`config.mk`:
```
export PLATFORM = sky130hd
export DESIGN_NAME = multdiv_issue_ctrl
export DESIGN_NICKNAME = d
export VERILOG_FILES = /design/src/rtl/multdiv_issue_ctrl.sv
export SDC_FILE = /design/constraint.sdc
export NUM_CORES = 1
export LEC_CHECK = 0
export ABC_AREA = 1
export BUFFER_PORTS_ARGS = -buffer_cell sky130_fd_sc_hd__buf_2
export CORE_MARGIN = 4
export CORE_UTILIZATION = 40
export DETAILED_ROUTE_END_ITERATION = 8
export MAX_ROUTING_LAYER = met4
export PLACE_DENSITY = 0.66
export REMOVE_ABC_BUFFERS = 1
export SETUP_SLACK_MARGIN = 0.1
export SLEW_MARGIN = 20
export SYNTH_ARGS = -nofsm -noshare
export SYNTH_HDL_FRONTEND = slang
export SYNTH_SLANG_ARGS = --single-unit
```
`constraint.sdc`:
```
create_clock -name clock -period 2.2 [get_ports clock]
set_clock_uncertainty 0.05 [all_clocks]
set_input_delay 0.11 -clock clock [delete_from_list [all_inputs] [get_ports clock]]
set_output_delay 0.11 -clock clock [all_outputs]
set_load 0.05 [all_outputs]
```
`src/rtl/multdiv_issue_ctrl.sv`:
```
// multdiv_issue_ctrl: X-stage sequencer for the shared multi-cycle mult/div unit.
// Define MULTDIV_TIMEOUT_EN to abort a WAIT that exceeds TIMEOUT_CYC cycles.
module multdiv_issue_ctrl #(
    parameter int          TIMEOUT_CYC = 40,
    parameter logic [4:0]  CODE_MULT   = 5'd4,
    parameter logic [4:0]  CODE_DIV    = 5'd5
) (
    input  logic        clock,
    input  logic        reset,
    input  logic        op_valid,
    input  logic        op_is_div,
    input  logic        flush,
    input  logic [31:0] operand_a,
    input  logic [31:0] operand_b,
    input  logic        md_ready,
    input  logic [31:0] md_result,
    input  logic        md_exception,
    output logic        ctrl_MULT,
    output logic        ctrl_DIV,
    output logic [31:0] md_op_a,
    output logic [31:0] md_op_b,
    output logic        stall,
    output logic        result_valid,
    output logic [31:0] result,
    output logic        exc_valid,
    output logic [4:0]  exc_code
);
    typedef enum logic [1:0] {IDLE, START, WAIT, DONE} state_t;

    state_t      state_q, state_d;
    logic [31:0] op_a_q, op_a_d, op_b_q, op_b_d, result_q, result_d;
    logic        is_div_q, is_div_d, exc_q, exc_d;
`ifdef MULTDIV_TIMEOUT_EN
    localparam int CW = $clog2(TIMEOUT_CYC + 1);
    logic [CW-1:0] cnt_q, cnt_d;
    logic          timeout;
`endif

    always_comb begin
        state_d  = state_q;
        op_a_d   = op_a_q;
        op_b_d   = op_b_q;
        is_div_d = is_div_q;
        result_d = result_q;
        exc_d    = exc_q;
`ifdef MULTDIV_TIMEOUT_EN
        // counter sits at zero outside WAIT, so it restarts on every entry
        cnt_d    = (state_q == WAIT) ? cnt_q + CW'(1) : '0;
        timeout  = cnt_d == CW'(TIMEOUT_CYC);
`endif
        case (state_q)
            IDLE: if (op_valid && !flush) begin
                state_d  = START;
                op_a_d   = operand_a;
                op_b_d   = operand_b;
                is_div_d = op_is_div;
            end
            START: state_d = flush ? IDLE : WAIT;
            WAIT: if (flush) state_d = IDLE;
                else if (md_ready) begin
                    state_d  = DONE;
                    result_d = md_result;
                    exc_d    = md_exception;
                end
`ifdef MULTDIV_TIMEOUT_EN
                else if (timeout) begin
                    state_d  = DONE;
                    result_d = '0;
                    exc_d    = 1'b1;
                end
`endif
            DONE: state_d = IDLE;
        endcase
    end

    always_ff @(posedge clock or negedge reset) begin
        if (!reset) begin
            state_q  <= IDLE;
            op_a_q   <= '0;
            op_b_q   <= '0;
            is_div_q <= 1'b0;
            result_q <= '0;
            exc_q    <= 1'b0;
`ifdef MULTDIV_TIMEOUT_EN
            cnt_q    <= '0;
`endif
        end else begin
            state_q  <= state_d;
            op_a_q   <= op_a_d;
            op_b_q   <= op_b_d;
            is_div_q <= is_div_d;
            result_q <= result_d;
            exc_q    <= exc_d;
`ifdef MULTDIV_TIMEOUT_EN
            cnt_q    <= cnt_d;
`endif
        end
    end

    assign ctrl_MULT    = (state_q == START) && !is_div_q;
    assign ctrl_DIV     = (state_q == START) && is_div_q;
    assign md_op_a      = op_a_q;
    assign md_op_b      = op_b_q;
    assign stall        = ((state_q == IDLE) && op_valid && !flush) || (state_q == START) || (state_q == WAIT);
    // a flush landing on DONE kills the insn, so its result must not reach X/M
    assign result_valid = (state_q == DONE) && !flush;
    assign result       = result_q;
    assign exc_valid    = result_valid && exc_q;
    assign exc_code     = result_valid ? (is_div_q ? CODE_DIV : CODE_MULT) : 5'd0;
endmodule
```
==> metrics.md <==
| Metric | Value |
|---|---|
| Status | `complete, no violations` |
| Rel. slew slack | `0.553` |
| Clock period minus final worst setup slack | `1.75 ns` |
| Die ar. | `roughly 14000 sq um` |
| PortBufs | `between 200 and 250` |
| Syn_area_per_cell | `about 10 sq um` |
| CP Class | `flop to output port` |
| Register area | `approximately 2500 sq um` |
| Final core utilization | `0.614` |
| VDD IR max | `roughly 1.3 mV` |
| Post-CTS Hold Buffers | `98` |
| Number of post-CTS setup repair buffers | `0` |
| Pwr Total | `11.6 mW` |
| CTS Buf Count | `9` |
| CTS H-tree lvls | `3` |
| Drt pass-1 iters | `4` |
| CTS resizes | `0` |
| Dpl hpwl | `about 8.5 mm` |
| Slowest stage delay, CP | `0.46 ns` |
| Synth unique cells | `20` |
| Syn Std Cell Area | `approximately 4700 sq um` |
| Area growth syn-to-layout | `49.1%` |
| Critical path required time | `between 2 and 2.5 ns` |
| Post-route DRC violation count | `0` |
| CTS tree | `yes` |
| Via/cell ratio | `4.76` |
| Max-cap violations | `0` |
| Final period utilization | `0.795` |
| Grt ovf | `0` |
| Final Wtd Congestion | `0.883` |
| Hold Fails Final Rpt | `0` |
| Clock transition at path regs | `0.06 ns` |
| Slew @ Worst Pin | `approximately 0.67 ns` |
| Critical path's slowest cell | `dfrtp_1` |
| N_diodes | `0` |
| DR WL/cell | `15.3 microns` |
| #FFs+latches synth | `100` |
| Largest net degree at the start of global routing | `66` |
| CP endpoint kind | `output port` |
| Gr usage total | `0.211` |
| Synth warn | `0` |
| Initial Utilization | `0.412` |
| Nets@finish | `roughly 850` |
| Final Slew Violations | `0` |
| RSZ-0062 raised after global routing | `false` |
| CTS Buffer Depth | `2` |
| # rows | `39` |
| Sink Count | `100` |
| Mapped Cells | `458` |
| Vias in the first global route | `approximately 4500` |
| Worst Hold Class | `input pin to flop` |
| FF-to-FF setup slack | `~0.66 ns` |
| Die span in x | `around 120 microns` |
| Die height | `between 100 and 150 microns` |
| Clock latency on the worst-skew pair | `roughly 0.34 ns` |
| Core area | `roughly 11000 sq um` |
| Post-DRT Antenna Nets | `0` |
| Top achievable clock speed | `572 MHz` |
| CP max FO | `between 40 and 50` |
| Crit-path cells | `nor2_4 > buf_12 > a21oi_1 > buf_2` |
| Initial antenna violation count | `0` |
| Worst setup SP type | `flop` |
| Fill cells | `930` |
| Finish-stage setup viols | `0` |
| First-pass GRT wire length | `about 22 mm` |
| Area of the multi-input gates | `about 1900 sq um` |
| I/O pin total | `about 210` |
| Sequential share of the synthesized area | `0.530` |
| CP arrival | `~1.6 ns` |
| Layout cell share with drive strength beyond 1 | `0.451` |
| Via Count | `4272` |
| Drt first-iter violations | `roughly 370` |
| WL final | `between 10 and 15 mm` |
| Leak | `3.77 nW` |
| Clk Tree Root Cell | `clkbuf_16` |
| P per Cell Area | `approximately 1600 nW/um^2` |
[logic make-up (layout without fill, tap and decap cells)]
family                 count (synthesis)  after routing  share of synthesized area
AOI/OAI and AO/OA                      2              2                    0.00265
buffers and inverters                 41            335                     0.0728
DFF                                  100            100                      0.530
other                                  1              3                   0.000794
and+or+nand+nor                      314            314                      0.394
[worst paths after layout]
kind	start	endpoint	depth (start not counted)
min in group asynchronous	reset	md_op_a[2]	2
min	operand_b[9]	md_op_b[9]	3
max	state_q[0]	stall	4
min reg2reg	exc_q	exc_q	2
max reg2reg	state_q[0]	md_op_a[20]	5
max in group asynchronous	reset	md_op_a[9]	3
[critical path, delay by kind of cell, from the launching register on]
kind | cells | cell delay (ns)
buf+inv | 2 | 0.47
flops | 1 | 0.46
simple gates | 1 | 0.22
compound gates | 1 | 0.09
[metal layers]
layer	GRT usage	vias up	wire, microns
li1	-	2033	-
met1	0.255	2015	5460
met2	0.350	201	6760
met3	0.0399	23	1190
met4	0.0826	0	291
met5	-	-	0
[cells in the mapped netlist (all sizes together)]
| master | instances | area, sq um |
|---|---|---|
| nor2 | 9 | 72.6 |
| conb | 1 | 3.75 |
| nand2 | 204 | 1280 |
| nor3b | 1 | 7.51 |
| nand3 | 98 | 490 |
| o21bai | 1 | 7.51 |
| dfrtp | 100 | 2500 |
| nor3 | 2 | 15.0 |
| inv | 6 | 22.5 |
| a21oi | 1 | 5.00 |
| buf | 35 | 322 |
[where the power goes]
part / total [mW] / internal [mW] / switching, mW
Combinational: 6.42 / 1.61 / 4.81
Clock: 1.69 / 1.00 / 0.688
Sequential: 3.50 / 2.73 / 0.770
[sequential cells by signal, indices dropped and copies added, names as in the netlist]
register	cells
md_op_a	32
md_op_b	32
result	32
state_q	2
exc_q	1
is_div_q	1
[metrics by stage]
stage / instances / hold slack [ns] / instance area, sq um / setup WS [ns] / setup TNS, ns
after floorplan: 425 / -0.236 / 4410 / -0.498 / -31.90
after global placement: 783 / 0.0991 / 5740 / 0.748 / 0
after detailed placement: 783 / 0.125 / 5740 / 0.703 / 0
after CTS: 897 / 0.00362 / 7040 / 0.419 / 0
after global routing: 897 / 0.00819 / 7040 / 0.333 / 0
final: 897 / 0.0300 / 7040 / 0.452 / 0
[cells in the final DEF (no fill, tap or decap)]
cell type,n
nor3b_1,1
dlygate4sd3_1,98
a21oi_1,1
clkbuf_16,9
dfrtp_1,100
buf_12,3
nor3_1,1
nand2_8,1
nor2_8,1
bufinv_16,1
clkinv_2,1
buf_2,204
nand2_4,50
nand3_1,98
nor2_4,3
buf_4,8
conb_1,3
clkinvlp_4,1
nor3_2,1
nor2_1,5
inv_1,4
o21bai_1,1
inv_2,2
clkbuf_8,4
nand2_2,51
nand2_1,102
[cell type report]
cell class / instances / share of cell area
multi-input combinational: 319 / 0.269
clock inverter: 3 / 0.00604
sequential: 100 / 0.355
tap: 143 / 0.0254
clock buffer: 13 / 0.0398
timing repair buffer: 313 / 0.301
inverter: 6 / 0.00320
(Power assumes the default switching activity.)
